### src/rtl/matching_stage_pipe_pkg.sv
// Shared types for the dictionary matching stage: match classification
// and the byte counts used for the partial compares.
package matching_pkg;

    typedef enum logic [1:0] {
        MT_MISS = 2'b00,
        MT_HALF = 2'b01,
        MT_3B   = 2'b10,
        MT_FULL = 2'b11
    } match_type_e;

    localparam int HALF_BYTES = 2;
    localparam int B3_BYTES   = 3;

endpackage

### src/rtl/matching_stage_pipe_if.sv
// Handshake and result bundle of the matching stage. The slave modport is
// the stage itself; the master modport is the surrounding environment.
interface matching_stage_pipe_if #(
    parameter int LANES      = 2,
    parameter int WORD       = 32,
    parameter int DICT_ENTRY = 16
);
    localparam int LOC_W = $clog2(DICT_ENTRY);

    logic                   i_flush;
    logic                   i_valid;
    logic                   o_ready;
    logic [LANES*WORD-1:0]  i_word;
    logic                   o_valid;
    logic                   i_ready;
    logic [LANES*2-1:0]     o_type;
    logic [LANES*LOC_W-1:0] o_loc;
    logic [LANES-1:0]       o_zero;
    logic [LOC_W:0]         o_dict_count;
    logic                   o_dict_full;
    logic [31:0]            o_stat_full;
    logic [31:0]            o_stat_miss;

    modport master (
        output i_flush, i_valid, i_word, i_ready,
        input  o_ready, o_valid, o_type, o_loc, o_zero,
               o_dict_count, o_dict_full, o_stat_full, o_stat_miss
    );

    modport slave (
        input  i_flush, i_valid, i_word, i_ready,
        output o_ready, o_valid, o_type, o_loc, o_zero,
               o_dict_count, o_dict_full, o_stat_full, o_stat_miss
    );

endinterface

### src/rtl/matching_stage_pipe_dict_lane_cmp.sv
// Compares one word against every dictionary entry and returns the best
// match class; ties resolve to the lowest eligible index.
module dict_lane_cmp
    import matching_pkg::*;
#(
    parameter int WORD       = 32,
    parameter int DICT_ENTRY = 16,
    parameter int LOC_W      = $clog2(DICT_ENTRY)
) (
    input  logic [WORD-1:0]                  word,
    input  logic [DICT_ENTRY-1:0][WORD-1:0]  entries,
    input  logic [DICT_ENTRY-1:0]            eligible,
    output match_type_e                      best_type,
    output logic [LOC_W-1:0]                 best_loc
);
    localparam int HALF_W = HALF_BYTES * 8;
    localparam int B3_W   = B3_BYTES * 8;

    match_type_e entry_type [DICT_ENTRY];

    genvar gi;
    generate
        for (gi = 0; gi < DICT_ENTRY; gi++) begin : g_entry
            assign entry_type[gi] =
                !eligible[gi]                                            ? MT_MISS :
                (entries[gi] == word)                                    ? MT_FULL :
                (entries[gi][WORD-1 -: B3_W] == word[WORD-1 -: B3_W])     ? MT_3B   :
                (entries[gi][WORD-1 -: HALF_W] == word[WORD-1 -: HALF_W]) ? MT_HALF :
                                                                           MT_MISS;
        end
    endgenerate

    // Strictly-greater update keeps the first (lowest) index among equals.
    always_comb begin
        best_type = MT_MISS;
        best_loc  = '0;
        for (int i = 0; i < DICT_ENTRY; i++) begin
            if (entry_type[i] > best_type) begin
                best_type = entry_type[i];
                best_loc  = LOC_W'(i);
            end
        end
    end

endmodule

### src/rtl/matching_stage_pipe.sv
// Registered matching stage: classifies LANES words per beat against a
// circular FIFO dictionary. Optional match statistics under MATCH_STATS_EN.
module matching_stage_pipe
    import matching_pkg::*;
#(
    parameter int LANES      = 2,
    parameter int WORD       = 32,
    parameter int DICT_ENTRY = 16
) (
    input  logic                 i_clk,
    input  logic                 i_reset,
    matching_stage_pipe_if.slave bus
);
    localparam int LOC_W = $clog2(DICT_ENTRY);
    localparam logic [LOC_W:0] CNT_MAX = (LOC_W+1)'(DICT_ENTRY);

    logic [DICT_ENTRY-1:0][WORD-1:0] dict_reg;
    logic [DICT_ENTRY-1:0][WORD-1:0] dict_next;
    logic [LOC_W-1:0]                wr_ptr_reg;
    logic [LOC_W-1:0]                wr_ptr_next;
    logic [LOC_W:0]                  count_reg;
    logic [LOC_W:0]                  count_next;
    logic                            o_valid_reg;
    logic [LANES*2-1:0]              type_reg;
    logic [LANES*2-1:0]              type_next;
    logic [LANES*LOC_W-1:0]          loc_reg;
    logic [LANES*LOC_W-1:0]          loc_next;
    logic [LANES-1:0]                zero_reg;
    logic [LANES-1:0]                zero_next;
    logic                            ready;
    logic                            accept;

    assign ready       = !o_valid_reg || bus.i_ready;
    assign accept      = bus.i_valid && ready;
    assign bus.o_ready = ready;

    // Each lane sees the dictionary as left by the lanes before it in the beat.
    genvar gi;
    generate
        for (gi = 0; gi < LANES; gi++) begin : g_lane
            logic [DICT_ENTRY-1:0][WORD-1:0] view_in;
            logic [DICT_ENTRY-1:0][WORD-1:0] view_out;
            logic [LOC_W-1:0]                ptr_in;
            logic [LOC_W-1:0]                ptr_out;
            logic [LOC_W:0]                  cnt_in;
            logic [LOC_W:0]                  cnt_out;
            logic [WORD-1:0]                 lane_word;
            logic [DICT_ENTRY-1:0]           eligible;
            match_type_e                     cmp_type;
            logic [LOC_W-1:0]                cmp_loc;
            logic                            is_zero;
            logic                            push;

            if (gi == 0) begin : g_head
                // A flush in the accept cycle means the beat starts from an empty dictionary.
                assign view_in = dict_reg;
                assign ptr_in  = bus.i_flush ? '0 : wr_ptr_reg;
                assign cnt_in  = bus.i_flush ? '0 : count_reg;
            end else begin : g_chain
                assign view_in = g_lane[gi-1].view_out;
                assign ptr_in  = g_lane[gi-1].ptr_out;
                assign cnt_in  = g_lane[gi-1].cnt_out;
            end

            assign lane_word = bus.i_word[gi*WORD +: WORD];
            assign is_zero   = (lane_word == '0);

            always_comb begin
                for (int e = 0; e < DICT_ENTRY; e++) begin
                    eligible[e] = ((LOC_W+1)'(e) < cnt_in);
                end
            end

            dict_lane_cmp #(
                .WORD       (WORD),
                .DICT_ENTRY (DICT_ENTRY),
                .LOC_W      (LOC_W)
            ) u_cmp (
                .word      (lane_word),
                .entries   (view_in),
                .eligible  (eligible),
                .best_type (cmp_type),
                .best_loc  (cmp_loc)
            );

            assign push = !is_zero && (cmp_type != MT_FULL);

            always_comb begin
                view_out = view_in;
                if (push) begin
                    view_out[ptr_in] = lane_word;
                end
            end

            assign ptr_out = ptr_in + LOC_W'(push);
            assign cnt_out = (push && (cnt_in != CNT_MAX)) ? cnt_in + (LOC_W+1)'(1) : cnt_in;

            assign type_next[gi*2 +: 2]         = is_zero ? MT_MISS : cmp_type;
            assign loc_next[gi*LOC_W +: LOC_W]  = is_zero ? '0 : cmp_loc;
            assign zero_next[gi]                = is_zero;
        end
    endgenerate

    assign dict_next   = g_lane[LANES-1].view_out;
    assign wr_ptr_next = g_lane[LANES-1].ptr_out;
    assign count_next  = g_lane[LANES-1].cnt_out;

    always_ff @(posedge i_clk) begin
        if (i_reset) begin
            o_valid_reg <= 1'b0;
            type_reg    <= '0;
            loc_reg     <= '0;
            zero_reg    <= '0;
            wr_ptr_reg  <= '0;
            count_reg   <= '0;
        end else if (accept) begin
            o_valid_reg <= 1'b1;
            type_reg    <= type_next;
            loc_reg     <= loc_next;
            zero_reg    <= zero_next;
            wr_ptr_reg  <= wr_ptr_next;
            count_reg   <= count_next;
        end else begin
            if (bus.i_ready) begin
                o_valid_reg <= 1'b0;
            end
            if (bus.i_flush) begin
                wr_ptr_reg <= '0;
                count_reg  <= '0;
            end
        end
    end

    // Entry contents need no reset: only entries below count are ever compared.
    always_ff @(posedge i_clk) begin
        if (!i_reset && accept) begin
            dict_reg <= dict_next;
        end
    end

    assign bus.o_valid      = o_valid_reg;
    assign bus.o_type       = type_reg;
    assign bus.o_loc        = loc_reg;
    assign bus.o_zero       = zero_reg;
    assign bus.o_dict_count = count_reg;
    assign bus.o_dict_full  = (count_reg == CNT_MAX);

`ifdef MATCH_STATS_EN
    logic [31:0]      stat_full_reg;
    logic [31:0]      stat_miss_reg;
    logic [LANES-1:0] lane_full;
    logic [LANES-1:0] lane_miss;

    function automatic logic [31:0] sat_add(input logic [31:0] base, input logic [LANES-1:0] flags);
        logic [32:0] sum;
        sum = {1'b0, base};
        for (int i = 0; i < LANES; i++) begin
            sum = sum + 33'(flags[i]);
        end
        return sum[32] ? 32'hFFFF_FFFF : sum[31:0];
    endfunction

    always_comb begin
        for (int l = 0; l < LANES; l++) begin
            lane_full[l] = (type_next[l*2 +: 2] == MT_FULL);
            lane_miss[l] = (type_next[l*2 +: 2] == MT_MISS) && !zero_next[l];
        end
    end

    always_ff @(posedge i_clk) begin
        if (i_reset) begin
            stat_full_reg <= '0;
            stat_miss_reg <= '0;
        end else if (accept) begin
            stat_full_reg <= sat_add(bus.i_flush ? 32'h0 : stat_full_reg, lane_full);
            stat_miss_reg <= sat_add(bus.i_flush ? 32'h0 : stat_miss_reg, lane_miss);
        end else if (bus.i_flush) begin
            stat_full_reg <= '0;
            stat_miss_reg <= '0;
        end
    end

    assign bus.o_stat_full = stat_full_reg;
    assign bus.o_stat_miss = stat_miss_reg;
`else
    assign bus.o_stat_full = '0;
    assign bus.o_stat_miss = '0;
`endif

endmodule

### src/flat_wrapper.sv
// flat-port wrapper written by rule: the top's interface ports become plain ports
module matching_stage_pipe_flat import matching_pkg::*;
#(
    parameter int LANES      = 2,
    parameter int WORD       = 32,
    parameter int DICT_ENTRY = 16
)
  (i_clk, i_reset, bus_i_flush, bus_i_valid, bus_i_word, bus_i_ready, bus_o_ready, bus_o_valid, bus_o_type, bus_o_loc, bus_o_zero, bus_o_dict_count, bus_o_dict_full, bus_o_stat_full, bus_o_stat_miss);
  matching_stage_pipe_if #(.LANES(LANES), .WORD(WORD), .DICT_ENTRY(DICT_ENTRY)) bus_i ();
  input  logic i_clk;
  input  logic i_reset;
  input wire logic [$bits(bus_i.i_flush)-1:0] bus_i_flush;
  input wire logic [$bits(bus_i.i_valid)-1:0] bus_i_valid;
  input wire logic [$bits(bus_i.i_word)-1:0] bus_i_word;
  input wire logic [$bits(bus_i.i_ready)-1:0] bus_i_ready;
  output wire logic [$bits(bus_i.o_ready)-1:0] bus_o_ready;
  output wire logic [$bits(bus_i.o_valid)-1:0] bus_o_valid;
  output wire logic [$bits(bus_i.o_type)-1:0] bus_o_type;
  output wire logic [$bits(bus_i.o_loc)-1:0] bus_o_loc;
  output wire logic [$bits(bus_i.o_zero)-1:0] bus_o_zero;
  output wire logic [$bits(bus_i.o_dict_count)-1:0] bus_o_dict_count;
  output wire logic [$bits(bus_i.o_dict_full)-1:0] bus_o_dict_full;
  output wire logic [$bits(bus_i.o_stat_full)-1:0] bus_o_stat_full;
  output wire logic [$bits(bus_i.o_stat_miss)-1:0] bus_o_stat_miss;
  assign bus_i.i_flush = bus_i_flush;
  assign bus_i.i_valid = bus_i_valid;
  assign bus_i.i_word = bus_i_word;
  assign bus_i.i_ready = bus_i_ready;
  assign bus_o_ready = bus_i.o_ready;
  assign bus_o_valid = bus_i.o_valid;
  assign bus_o_type = bus_i.o_type;
  assign bus_o_loc = bus_i.o_loc;
  assign bus_o_zero = bus_i.o_zero;
  assign bus_o_dict_count = bus_i.o_dict_count;
  assign bus_o_dict_full = bus_i.o_dict_full;
  assign bus_o_stat_full = bus_i.o_stat_full;
  assign bus_o_stat_miss = bus_i.o_stat_miss;
  matching_stage_pipe #(.LANES(LANES), .WORD(WORD), .DICT_ENTRY(DICT_ENTRY)) u_core (.i_clk(i_clk), .i_reset(i_reset), .bus(bus_i));
endmodule
### config.mk
export PLATFORM = sky130hd
export DESIGN_NAME = matching_stage_pipe_flat
export DESIGN_NICKNAME = d
export VERILOG_FILES = /design/src/rtl/matching_stage_pipe_pkg.sv /design/src/rtl/matching_stage_pipe_if.sv /design/src/rtl/matching_stage_pipe_dict_lane_cmp.sv /design/src/rtl/matching_stage_pipe.sv /design/src/flat_wrapper.sv
export SDC_FILE = /design/constraint.sdc
export NUM_CORES = 2
export LEC_CHECK = 0
export ABC_AREA = 0
export CORE_MARGIN = 5
export CORE_UTILIZATION = 40
export DETAILED_ROUTE_END_ITERATION = 6
export GPL_TIMING_DRIVEN = 0
export SKIP_CTS_REPAIR_TIMING = 1
export SYNTH_ARGS = -nofsm -noshare
export SYNTH_HDL_FRONTEND = slang
export SYNTH_SLANG_ARGS = --single-unit
### constraint.sdc
create_clock -name i_clk -period 55.9 [get_ports i_clk]
set_input_delay 5.59 -clock i_clk [delete_from_list [all_inputs] [get_ports i_clk]]
set_output_delay 5.59 -clock i_clk [all_outputs]
set_load 0.03 [all_outputs]
==> impl_metrics.json <==
{
  "status": "complete, but fails checks",
  "violations": "DRC, capacitance limit, slew limit",
  "max_stage_delay_ns": 1.00,
  "core-area_um2": 123000,
  "fillers": 12200,
  "crit_start": "bus_i_word[24]",
  "mostFrequentLayoutCell": "mux2i_1",
  "yosys.area_share.simple_pct": 15.7,
  "grt_pass1_wl_um": 424000,
  "drc_errors": 43,
  "mostFrequentLayoutCells": "mux2i_1 (887), edfxtp_1 (512), xnor2_1 (450)",
  "post_route_cells_drive_above_1_share_pct": 9.67,
  "timing.hold.ws_ns": 0.453,
  "synth_cell_types": 94,
  "post-route-period-util_pct": 92.9,
  "worst_clock_skew_ns": 0.0332,
  "start_kind": "primary input",
  "reg2reg_from": "u_core.bus.o_dict_count[3]",
  "crit_slowest_cell": "o22ai_1",
  "synth_flop_cell": "edfxtp_1",
  "crit_path_frequent_cell": "inv_1",
  "cts_tree": "yes",
  "dr.pass1.iters": 7,
  "path_class": "in2reg",
  "ys_seq_elements": 536,
  "finalCriticalPeriod_ns": 51.95,
  "setup_violations": 0,
  "first_global_vias": 45700,
  "fmax_mhz": 19.2,
  "synthMuxAreaShare_pct": 19.2,
  "synth-async-reset-ratio_pct": 0,
  "dpl_worst_slack_ns": 4.56,
  "wire_per_inst_um": 45.5,
  "setup_tns_ns": 0,
  "area_growth_pct": 11.7,
  "gp_congestion": 1.09,
  "cp.arrival_ns": 52.36,
  "crit_fanout": 10,
  "p_leak_uw": 0.0237,
  "relSlewSlack_pct": -15.9,
  "drt_iter0_drc": 8957,
  "die_y_um": 362,
  "worstHoldPathType": "reg2reg",
  "synth_top_family_by_area": "multiplexers",
  "powerDensity_nw_per_um2": 22.4,
  "die_x_um": 362,
  "drv_cap": 33,
  "start_util_pct": 40.2,
  "grt_max_degree": 35,
  "die_area_um2": 131000,
  "critPathCaptureType": "register",
  "ff2ff_path_depth": 185,
  "worstMarginPinSlew_ns": 1.74,
  "syn_inst": 5255,
  "cts_buffers": 74,
  "wirelength_um": 328000,
  "design_area_um2": 55400,
  "setup_ws_ns": 3.95,
  "num_rows": 129,
  "slew_violations": 257,
  "port-buffer-count": 45,
  "detail-route-antenna-nets": 0,
  "vias": 50000,
  "rr_endpoint": "u_core.dict_reg[436]",
  "syn_avg_cell_area_um2": 9.43,
  "track_usage_pct": 47.7,
  "clk_pin_slew_ns": 0.06,
  "drt-vias-per-instance": 6.95,
  "largest_reg_flops": 512,
  "post-dp-hpwl_um": 240000,
  "antenna_found_initial": 22,
  "fin_nets": 5645,
  "vdd_ir_drop_max_uv": 25.5,
  "hold_violations": 0,
  "rsz0062_at_grt": "no",
  "cts_root_buf": "clkbuf_16",
  "synth_fa_ha_area_share_pct": 2.47,
  "ff2ff_setup_slack_ns": 9.01,
  "io_pins": 155,
  "synth-edff-count": 512,
  "synth_xor_area_share_pct": 14.4,
  "clockBufferDepth": 3,
  "crit_end": "u_core.dict_reg[436]",
  "placed_cell_area_um2": 52900,
  "required_ns": 56.31,
  "synth_warnings": 0,
  "grt.overflow.total": 0,
  "cts_num_sinks": 536,
  "yosysSeqAreaShare_pct": 32.0,
  "insertion_delay_ns": 0.73,
  "cts-htree-levels": 3,
  "synthesis.area_um2": 49500,
  "synth_compound_area_share_pct": 9.69
}
where the power goes:
group	leakage, uW	internal [uW]	switching, uW	total, uW
clock	0.00114	267	225	492
sequential	0.00497	461	19.4	480
combinational	0.0176	77.2	192	269
metal layers:
layer  up-vias  share of wire [%]  track usage (%)
li1      19600                  -                -
met1     24500                 35             56.1
met2      4554                 40             68.0
met3      1355                 13             17.6
met4         8                 11             41.8
met5         -              0.043            0.581
worst min-delay path by stage:
stage / startpoint / endpoint / cells after the start
6_report: u_core.bus.o_loc[7] / u_core.bus.o_loc[7] / 2
5_1_grt: u_core.bus.o_loc[7] / u_core.bus.o_loc[7] / 2
4_1_cts: u_core.bus.o_loc[1] / u_core.bus.o_loc[1] / 2
3_5_place_dp: u_core.bus.o_loc[1] / u_core.bus.o_loc[1] / 2
3_3_place_gp: u_core.bus.o_loc[7] / u_core.bus.o_loc[7] / 2
2_1_floorplan: u_core.bus.o_type[0] / u_core.bus.o_type[0] / 2
per-stage QoR:
step,util [%],cells,total power (uW)
final,44.9,7193,1240
after global routing,44.8,7172,1250
after CTS,44.8,7167,1220
after detailed placement,42.9,7036,739
after global placement,42.4,7000,758
after floorplan,-,5318,640
critical path, delay by kind of cell:
family                     cells  cell delay, ns
AOI/OAI and AO/OA             64           19.33
xor gates and xnor gates       1            0.14
adders and majority gates     30            8.37
buffers and inverters         45            8.03
muxes                          6            1.57
and+or+nand+nor               41            9.20
cell usage after synthesis, drive strengths merged (10+ instances only):
cell type  instances  area share [%]
clkbuf           253             1.9
edfxtp           512              31
dfxtp             24            0.97
o21ai            113             1.1
nor3             128             1.3
ha                98             2.5
a211oi            28            0.42
o22ai             78            0.98
xnor2            450             8.0
and4              21            0.38
nand4b            13            0.23
nand4            138             1.8
o2111ai           14            0.25
inv              165             1.3
nor2b             57            0.72
mux2i            887              18
xor2             366             6.5
nor2             305             2.3
clkinv            10           0.076
a221oi            20            0.35
nand2b            51            0.64
a22oi             17            0.26
or2               27            0.34
or3               29            0.37
o221a             11            0.25
o211ai            29            0.44
nand3            161             1.9
mux2              56             1.3
o221ai            17            0.30
and2              47            0.59
a21o              17            0.26
a31oi             16            0.20
a2111oi           24            0.43
a211o             11            0.19
or4               32            0.48
buf              262             3.3
a21oi            204             2.1
a2bb2oi           11            0.19
nand2            218             1.7
a222oi            15            0.30
nor4             164             2.1
and3              43            0.54
cells by family (layout without fill, tap and decap cells):
group                      Yosys count  in the layout
other                                1             87
xor gates and xnor gates           816            816
AOI/OAI and AO/OA                  717            717
buffers and inverters              690            905
DFF                                536            536
muxes                              943            943
adders and majority gates           98             98
and+or+nand+nor                   1454           1454
cell type report:
type                    count  area [um^2]  share of cell area (%)
repair buffers             84         1040                    1.89
multi-input cells        4092        30800                    55.6
plain buffers             515         2590                    4.68
well taps                1637         2050                    3.70
clock inverters            41          327                   0.590
diodes                     23         57.6                   0.104
inverters                 175          657                    1.19
flip-flops and latches    536        15900                    28.6
clock buffers              90         1980                    3.57
No activity file was read; power rests on OpenSTA's default activity.
